## src/rtl/mem_bus_pkg.sv

```systemverilog
// mem_bus_pkg: memory bus encodings, master ids and default widths
package mem_bus_pkg;
  localparam int ADDR_W = 14;
  localparam int DATA_W = 32;
  localparam logic [1:0] WSIZE_B = 2'b01;
  localparam logic [1:0] WSIZE_H = 2'b10;
  localparam logic [1:0] WSIZE_W = 2'b11;
  localparam int M_CPU = 0;
  localparam int M_AUX = 1;
endpackage

```

## src/rtl/mem_arbiter_if.sv

```systemverilog
// mem_arbiter_if: one master's request and read-return port into the arbiter
interface mem_arbiter_if #(
  parameter int ADDR_W = mem_bus_pkg::ADDR_W,
  parameter int DATA_W = mem_bus_pkg::DATA_W
);
  logic req, we, lock, gnt, rvalid;
  logic [ADDR_W-1:0] addr;
  logic [DATA_W-1:0] wdata, rdata;
  logic [1:0] wsize;
  modport master(output req, we, lock, addr, wdata, wsize, input gnt, rvalid, rdata);
  modport slave(input req, we, lock, addr, wdata, wsize, output gnt, rvalid, rdata);
endinterface

```

## src/rtl/mem_arbiter_rr_lock_arb2.sv

```systemverilog
// rr_lock_arb2: two-way round-robin arbiter with a lock bounded to MAX_BURST grants
module rr_lock_arb2 #(
  parameter int MAX_BURST = 8
) (
  input  logic       clk,
  input  logic       resetn,
  input  logic [1:0] req,
  input  logic [1:0] lock,
  output logic [1:0] gnt
);
  localparam int CW = $clog2(MAX_BURST + 1);
  logic last, owner, lock_act, win, keep, hold;
  logic [CW-1:0] burst_cnt, cnt_n;
  // the grant that takes the lock already counts toward the burst if the other side waits
  always_comb begin
    win = (req == 2'b11) ? (lock_act ? owner : ~last) : req[1];
    gnt = (resetn && |req) ? (win ? 2'b10 : 2'b01) : 2'b00;
    keep = |gnt & lock[win];
    cnt_n = ((lock_act && owner == win) ? burst_cnt : '0) + CW'(req[~win]);
    hold = keep && (cnt_n != CW'(MAX_BURST));
  end
  always_ff @(posedge clk or negedge resetn) begin
    if (!resetn) begin
      last <= 1'b1;
      owner <= 1'b0;
      lock_act <= 1'b0;
      burst_cnt <= '0;
    end else begin
      if (|gnt) last <= win;
      if (keep) owner <= win;
      lock_act <= hold;
      burst_cnt <= hold ? cnt_n : '0;
    end
  end
endmodule

```

## src/rtl/mem_arbiter.sv

```systemverilog
// mem_arbiter: shares one single-port memory between two masters with read-return routing
module mem_arbiter #(
  parameter int ADDR_W = 14,
  parameter int DATA_W = 32,
  parameter int MAX_BURST = 8
) (
  input  logic              clk,
  input  logic              resetn,
  mem_arbiter_if.slave      m0,
  mem_arbiter_if.slave      m1,
  output logic [ADDR_W-1:0] mem_addr,
  output logic              mem_rstrb,
  output logic              mem_wstrb,
  output logic [DATA_W-1:0] mem_wdata,
  output logic [1:0]        mem_wsize,
  input  logic [DATA_W-1:0] mem_rdata
);
  import mem_bus_pkg::*;
  logic [1:0] gnt, rd_pend;
  logic sel, we;
  rr_lock_arb2 #(.MAX_BURST(MAX_BURST)) arb (
    .clk(clk),
    .resetn(resetn),
    .req({m1.req, m0.req}),
    .lock({m1.lock, m0.lock}),
    .gnt(gnt)
  );
  // with no grant sel is 0, so mem_addr rests on m0
  always_comb begin
    sel = gnt[M_AUX];
    we = sel ? m1.we : m0.we;
    mem_addr = sel ? m1.addr : m0.addr;
    mem_wdata = sel ? m1.wdata : m0.wdata;
    mem_wsize = sel ? m1.wsize : m0.wsize;
    mem_rstrb = |gnt & ~we;
    mem_wstrb = |gnt & we;
  end
  always_ff @(posedge clk or negedge resetn) begin
    if (!resetn) rd_pend <= '0;
    else rd_pend <= gnt & ~{m1.we, m0.we};
  end
  assign m0.gnt = gnt[M_CPU];
  assign m1.gnt = gnt[M_AUX];
  assign m0.rvalid = rd_pend[M_CPU];
  assign m1.rvalid = rd_pend[M_AUX];
  assign m0.rdata = mem_rdata;
  assign m1.rdata = mem_rdata;
endmodule
```

## src/flat_wrapper.sv

```systemverilog
// flat-port wrapper written by rule: the top's interface ports become plain ports
module mem_arbiter_flat import mem_bus_pkg::*;
#(
  parameter int ADDR_W = 14,
  parameter int DATA_W = 32,
  parameter int MAX_BURST = 8
)
  (clk, resetn, mem_addr, mem_rstrb, mem_wstrb, mem_wdata, mem_wsize, mem_rdata, m0_req, m0_we, m0_lock, m0_addr, m0_wdata, m0_wsize, m0_gnt, m0_rvalid, m0_rdata, m1_req, m1_we, m1_lock, m1_addr, m1_wdata, m1_wsize, m1_gnt, m1_rvalid, m1_rdata);
  mem_arbiter_if #(.ADDR_W(ADDR_W), .DATA_W(DATA_W)) m0_i ();
  mem_arbiter_if #(.ADDR_W(ADDR_W), .DATA_W(DATA_W)) m1_i ();
  input  logic clk;
  input  logic resetn;
  output logic [ADDR_W-1:0] mem_addr;
  output logic mem_rstrb;
  output logic mem_wstrb;
  output logic [DATA_W-1:0] mem_wdata;
  output logic [1:0] mem_wsize;
  input  logic [DATA_W-1:0] mem_rdata;
  input wire logic [$bits(m0_i.req)-1:0] m0_req;
  input wire logic [$bits(m0_i.we)-1:0] m0_we;
  input wire logic [$bits(m0_i.lock)-1:0] m0_lock;
  input wire logic [$bits(m0_i.addr)-1:0] m0_addr;
  input wire logic [$bits(m0_i.wdata)-1:0] m0_wdata;
  input wire logic [$bits(m0_i.wsize)-1:0] m0_wsize;
  output wire logic [$bits(m0_i.gnt)-1:0] m0_gnt;
  output wire logic [$bits(m0_i.rvalid)-1:0] m0_rvalid;
  output wire logic [$bits(m0_i.rdata)-1:0] m0_rdata;
  input wire logic [$bits(m1_i.req)-1:0] m1_req;
  input wire logic [$bits(m1_i.we)-1:0] m1_we;
  input wire logic [$bits(m1_i.lock)-1:0] m1_lock;
  input wire logic [$bits(m1_i.addr)-1:0] m1_addr;
  input wire logic [$bits(m1_i.wdata)-1:0] m1_wdata;
  input wire logic [$bits(m1_i.wsize)-1:0] m1_wsize;
  output wire logic [$bits(m1_i.gnt)-1:0] m1_gnt;
  output wire logic [$bits(m1_i.rvalid)-1:0] m1_rvalid;
  output wire logic [$bits(m1_i.rdata)-1:0] m1_rdata;
  assign m0_i.req = m0_req;
  assign m0_i.we = m0_we;
  assign m0_i.lock = m0_lock;
  assign m0_i.addr = m0_addr;
  assign m0_i.wdata = m0_wdata;
  assign m0_i.wsize = m0_wsize;
  assign m0_gnt = m0_i.gnt;
  assign m0_rvalid = m0_i.rvalid;
  assign m0_rdata = m0_i.rdata;
  assign m1_i.req = m1_req;
  assign m1_i.we = m1_we;
  assign m1_i.lock = m1_lock;
  assign m1_i.addr = m1_addr;
  assign m1_i.wdata = m1_wdata;
  assign m1_i.wsize = m1_wsize;
  assign m1_gnt = m1_i.gnt;
  assign m1_rvalid = m1_i.rvalid;
  assign m1_rdata = m1_i.rdata;
  mem_arbiter #(.ADDR_W(ADDR_W), .DATA_W(DATA_W), .MAX_BURST(MAX_BURST)) u_core (.clk(clk), .resetn(resetn), .m0(m0_i), .m1(m1_i), .mem_addr(mem_addr), .mem_rstrb(mem_rstrb), .mem_wstrb(mem_wstrb), .mem_wdata(mem_wdata), .mem_wsize(mem_wsize), .mem_rdata(mem_rdata));
endmodule
```

## config.mk

```make
export PLATFORM = sky130hd
export DESIGN_NAME = mem_arbiter_flat
export DESIGN_NICKNAME = d
export VERILOG_FILES = /design/src/rtl/mem_bus_pkg.sv /design/src/rtl/mem_arbiter_if.sv /design/src/rtl/mem_arbiter_rr_lock_arb2.sv /design/src/rtl/mem_arbiter.sv /design/src/flat_wrapper.sv
export SDC_FILE = /design/constraint.sdc
export NUM_CORES = 1
export LEC_CHECK = 0
export ABC_AREA = 0
export ABC_CLOCK_PERIOD_IN_PS = 2300
export CAP_MARGIN = 20
export CORE_AREA = 2 2 99 101
export CTS_CLUSTER_SIZE = 24
export DETAILED_ROUTE_END_ITERATION = 16
export DIE_AREA = 0 0 101 103
export HOLD_SLACK_MARGIN = 0.03
export PLACE_DENSITY_LB_ADDON = 0.2
export RECOVER_POWER = 50
export SYNTH_ARGS = -nofsm -noshare
export SYNTH_HDL_FRONTEND = slang
export SYNTH_SLANG_ARGS = --single-unit
```

## constraint.sdc

```tcl
create_clock -name clk -period 2.3 [get_ports clk]
set_input_delay 0.345 -clock clk [delete_from_list [all_inputs] [get_ports clk]]
set_output_delay 0.345 -clock clk [all_outputs]
set_load 0.02 [all_outputs]
```

# Word level (Yosys, flattened, before mapping)
# Cells that the tools add are included.
# totals
regBits,9
out_inout_bits,118
# op_classes
add_sub_neg,1
magnitude_cmp,2
n_eq_ne,3
n_mux,14
n_bitwise,8
reduce_logical,5
# ops
operator,n
$mux W32,1
$mux W14,1
$mux W4,2
$mux W1,7
$mux W2,3
$add A4 B1 Y4,1
$lt A1 B2 Y1 const B,2
$ne A4 B4 Y1 const B,1
$reduce_or A2 Y1,2
$and A1 B1 Y1,3
$logic_and A1 B1 Y1,3
$not A1 Y1,3
$and A2 B2 Y2,1
$eq A2 B2 Y1 const B,1
$not A2 Y2,1
$eq A1 B1 Y1,1

# Logic depth before layout (Yosys ltp)
# Gate-level depths: netlist (run 1).
# logic_depth
word_depth,10
ltp_mapped,8

# Hierarchy
# From an unflattened synthesis (run 1), not the netlist that was laid out.
# hier_totals
cells_unflattened,169
area_unflattened_um2,1801.7
# by_module_without_submodules
mod,n_inst,cells_per_inst,area_each_um2,seq_area_each_um2
mem_arbiter,1,127,1386.3,50.0
rr_lock_arb2,1,42,415.4,176.4

# Worst setup path before layout (run 1)
# Ideal clock, no wire load.
# synth_timing
path_type,reg2reg
startpoint,register u_core.arb.owner
endpoint,register u_core.arb.lock_act
setup_time_ns,0.139
arrival_ns,1.883
required_ns,2.161
setup_slack_ns,0.278
path_stages_with_launch,9
n_path_buf,0
synth_period_minus_slack_ns,2.022
path_cell_list,dfrtp_1 -> or3b_1 -> and3_1 -> and2_1 -> ha_1 -> ha_1 -> xor2_1 -> nor3_1 -> a31oi_1
# synth_via
elab_chain_len,8
# synth_rtl
item,line_no,rtl
start: declaration,mem_arbiter_rr_lock_arb2.sv:12,"logic last, owner, lock_act, win, keep, hold;"
start signal: assignment,mem_arbiter_rr_lock_arb2.sv:30,if (keep) owner <= win;
$mux W1 (2 in series),mem_arbiter_rr_lock_arb2.sv:16,win = (req == 2'b11) ? (lock_act ? owner : ~last) : req[1];
$eq A1 B1 Y1,mem_arbiter_rr_lock_arb2.sv:19,cnt_n = ((lock_act && owner == win) ? burst_cnt : '0) + CW'(req[~win]);
$logic_and A1 B1 Y1,mem_arbiter_rr_lock_arb2.sv:19,
$mux W4,mem_arbiter_rr_lock_arb2.sv:19,
$add A4 B1 Y4,mem_arbiter_rr_lock_arb2.sv:19,
$ne A4 B4 Y1,mem_arbiter_rr_lock_arb2.sv:20,hold = keep && (cnt_n != CW'(MAX_BURST));
$logic_and A1 B1 Y1 *,mem_arbiter_rr_lock_arb2.sv:20,
via u_core.arb.hold,mem_arbiter_rr_lock_arb2.sv:12,
end signal: assignment,mem_arbiter_rr_lock_arb2.sv:31,lock_act <= hold;
end: declaration,mem_arbiter_rr_lock_arb2.sv:12,
# The timed path passes the listed nets; every way through them passes the cells marked *. The select of a mux whose other input is x is not followed.
# A chain may end at the register's enable or synchronous reset.

# Worst setup path after layout (run 1)
# layout_timing
startpoint,register u_core.arb.last
endpoint,output port mem_wdata[13]
# layout_via
elab_chain_len,6
# layout_rtl
item,line_no,rtl
start: declaration,mem_arbiter_rr_lock_arb2.sv:12,
start signal: assignment,mem_arbiter_rr_lock_arb2.sv:29,if (|gnt) last <= win;
$not A1 Y1,mem_arbiter_rr_lock_arb2.sv:16,
$mux W1 (2 in series),mem_arbiter_rr_lock_arb2.sv:16,
$mux W2 (2 in series),mem_arbiter_rr_lock_arb2.sv:17,gnt = (resetn && |req) ? (win ? 2'b10 : 2'b01) : 2'b00;
$mux W32,mem_arbiter.sv:33,mem_wdata = sel ? m1.wdata : m0.wdata;
end: declaration,flat_wrapper.sv:16,output logic [DATA_W-1:0] mem_wdata;
# No other way between the ends.

==> reports/summary.txt, run 1 <==
Status: complete, but fails checks
Violated checks: setup timing
IO Port Bufs: 157
Initial antenna violation count: 0
#FFs+latches synth: 9
Final worst path period need: 2.32 ns
Global Route Usage Sum: 10.7%
Worst Path Max Fanout: 9
WL final: 6340 um
Iter 0 DRT Violations: 9
GPL Wtd Cong: 0.686
Synth Area in Compound Gates: 3.81%
Part of the cycle the worst path needs: 101%
Gr ovfl total: 0
Vert. Die Dim: 103 um
WP buf/inv: 4
Std cell rows: 36
Drt pass-1 iters: 4
Setup slack at placement: -0.386 ns
CTS tree: done
Post-Syn Nets: 302
Chip width: 101 um
PwrDens: 338 mW/mm2
Nets@finish: 417
First-pass GRT wire length: 8580 um
Simple-gate area share of the yosys netlist: 7.91%
DRC Markers: 0
Cells along the critical path: nand2b_4, a21bo_4, nand3_4, inv_8, buf_6, buf_16, mux2_4, buf_4
Worst Path Arrival: 1.97 ns
H-tree depth: 1
Root buf cell: clkbuf_8
Register area share after synthesis: 13.0%
Final Max Slew Viols: 0
Maximum VDD drop: 165 uV
ANT nets after route: 0
Synth Area in Adders: 1.44%
Hold_buf cts: 0
Min-Delay Path Class: reg2reg
Static leakage power: 1.44 nW
Pin count of the biggest net entering global routing: 12
Most area-hungry cell type in the Yosys netlist: mux2_4
Core footprint: 0.00946 mm2
Max capacitance violation total: 0
Die Area: 0.0104 mm2
Clock skew: 0.00320 ns
Top cells by area, synth: mux2_4 41%, buf_4 28%, dfrtp_1 12%, buf_6 3.2%, dfstp_2 1.5%
Pin slew with the least headroom to its limit: 0.467 ns
Vias per inst: 3.92
Delay of the slowest cell on the worst path: 0.55 ns
Max Root-Sink Buffers: 2
Vias: 1535
Kind of end point of the critical path: primary output
Final instance area: 0.00317 mm2
Num ports: 254
Yosys cell types: 28
Top cell type's share of synthesized area: 40.6%
Placed Area: 0.00307 mm2
Final Worst Setup Slack: -0.0168 ns
RSZ-0062 raised after global routing: true
Post-Syn Area: 0.00174 mm2
Clk sinks: 9
Area growth from synthesis to layout: 82.4%
Hold Vio Cnt, Final: 0
Diode count: 0
Clk_lat worst skew: 0.23 ns
Slowest-stage cell, CP: dfstp_2
Mapped Cells: 164
Vias in the first global route: 1456
Initial Util: 18.4%
Setup violations, final: 14
Worst endpoint required time: 1.96 ns
Mean post-synth cell area: 10.6 um2
Routed length per instance: 16.2 um
Slew headroom: 68.8%
Syn. warnings: 0
Clk pin slew, worst setup/hold paths: 0.05 ns
Critical Path Start Type: flop
Delay-heaviest family, CP: flip-flops
Post-synthesis xor/xnor area fraction: 1.51%
Dpl hpwl: 5030 um
CTS Buf Count: 3
Crit Path Class: reg2out
Main combinational cell family by area after synthesis: multiplexers
Share of cells above drive strength 1: 47.5%
Fmax: 432 MHz
Post-synthesis mux area share: 41.2%
==> layout make-up <==
| class | count | area (um2) |
|---|---|---|
| fill | 988 | 6290 |
| timing repair buffer | 179 | 1740 |
| multi-input combinational | 85 | 1010 |
| sequential | 9 | 226 |
| tap | 114 | 143 |
| clock buffer | 4 | 45.0 |
| inverter | 1 | 11.3 |
==> state kept, by name, indices dropped and copies added, names as in the netlist <==
name,count
u_core.arb.lock_act,1
u_core.arb.burst_cnt,4
u_core.arb.owner,1
u_core.arb.last,1
u_core.rd_pend,2
==> cell families after synthesis <==
kind of cell / after synthesis
muxes: 48
adders and majority gates: 2
and+or+nand+nor: 24
buffers and inverters: 70
DFF: 9
xor gates and xnor gates: 3
AOI/OAI and AO/OA: 8
==> per-layer routing <==
layer / track usage (%) / up-vias / part of all wire [%]
li1: - / 726 / -
met1: 13.4 / 691 / 40
met2: 17.5 / 116 / 47
met3: 5.22 / 2 / 13
met4: 0.728 / 0 / 0.032
met5: 0 / - / 0
==> final timing paths <==
kind	startpoint	endpoint	slack [ns]	depth (start not counted)
max	u_core.arb.last	mem_wdata[13]	-0.02	8
min	u_core.arb.last	u_core.arb.last	0.49	2
max reg2reg	u_core.arb.owner	u_core.arb.lock_act	0.16	9
min reg2reg	u_core.arb.last	u_core.arb.last	0.49	2
max in group asynchronous	resetn	u_core.arb.last	1.47	3
min in group asynchronous	resetn	u_core.arb.owner	0.61	3
==> placed cells by master (no fill, tap or decap), types with 3 or more instances in the layout <==
| cell type | instances |
|---|---|
| clkdlybuf4s50_1 | 103 |
| mux2_4 | 47 |
| buf_2 | 26 |
| buf_6 | 21 |
| buf_4 | 16 |
| dfrtp_1 | 8 |
| nand2_1 | 5 |
| buf_12 | 4 |
| nor2b_1 | 3 |
| and2_1 | 3 |
| clkbuf_8 | 3 |
| buf_16 | 3 |
| dlygate4sd2_1 | 3 |
==> synthesized netlist by cell type <==
library cell and n:
nand3_1 1, nor2b_1 3, inv_2 1, mux2_1 1, mux2_4 47, a22o_1 2, a21bo_1 1, a31oi_1 1
xor2_1 1, o21bai_1 1, nand2b_1 3, o21ai_0 1, and4_1 1, buf_4 64, buf_6 5, nand2_1 5
nor3_1 2, a31oi_2 1, xnor2_1 2, nor2_1 2, a22oi_1 1, and2_1 3, nand3_2 1, ha_1 2
dfrtp_1 8, or3b_1 1, dfstp_2 1, and3_1 2
==> through the flow <==
stage               utilization [%]  TNS [ns]  instances  total power, mW  hold WS (ns)
floorplan                         -         0        164            0.649        0.0494
global placement               32.4    -17.46        381            0.870         0.454
detailed placement             32.4    -18.02        381            0.869         0.465
CTS                            33.0    -0.270        391             1.06         0.493
global route                   33.5    -0.952        392             1.13         0.513
finish                         33.5    -0.109        392             1.07         0.488
==> worst reg2reg max path, delay by kind of cell, from the launching register on <==
family | cells | cell delay [ns]
XOR/XNOR | 1 | 0.15
flip-flops | 1 | 0.38
AO/OA/AOI/OAI | 1 | 0.10
AND/OR/NAND/NOR | 4 | 0.86
buffers and inverters | 1 | 0.15
adder cells (fa/ha/maj) | 2 | 0.35
==> timing repair <==
item | 4_1_cts | 5_1_grt
resized for setup | 229 | 28
buffers inserted | 3 | 1
gates cloned | 3 | 0
setup endpoints to repair | 53 | 36
pin swaps | 4 | 1
==> where the power goes <==
part	leakage, nW	internal (mW)	switching [mW]
clock network	0.0228	0.121	0.0646
registers	0.118	0.171	0.00711
logic	1.30	0.441	0.267
(Power assumes the default switching activity.)
==> run 2, diff against run 1 <==
Settings changed: ABC_CLOCK_PERIOD_IN_PS 2300 to not set.
==> results of run 2 <==
Final layout, timing and power as in run 1 (identical DEF).
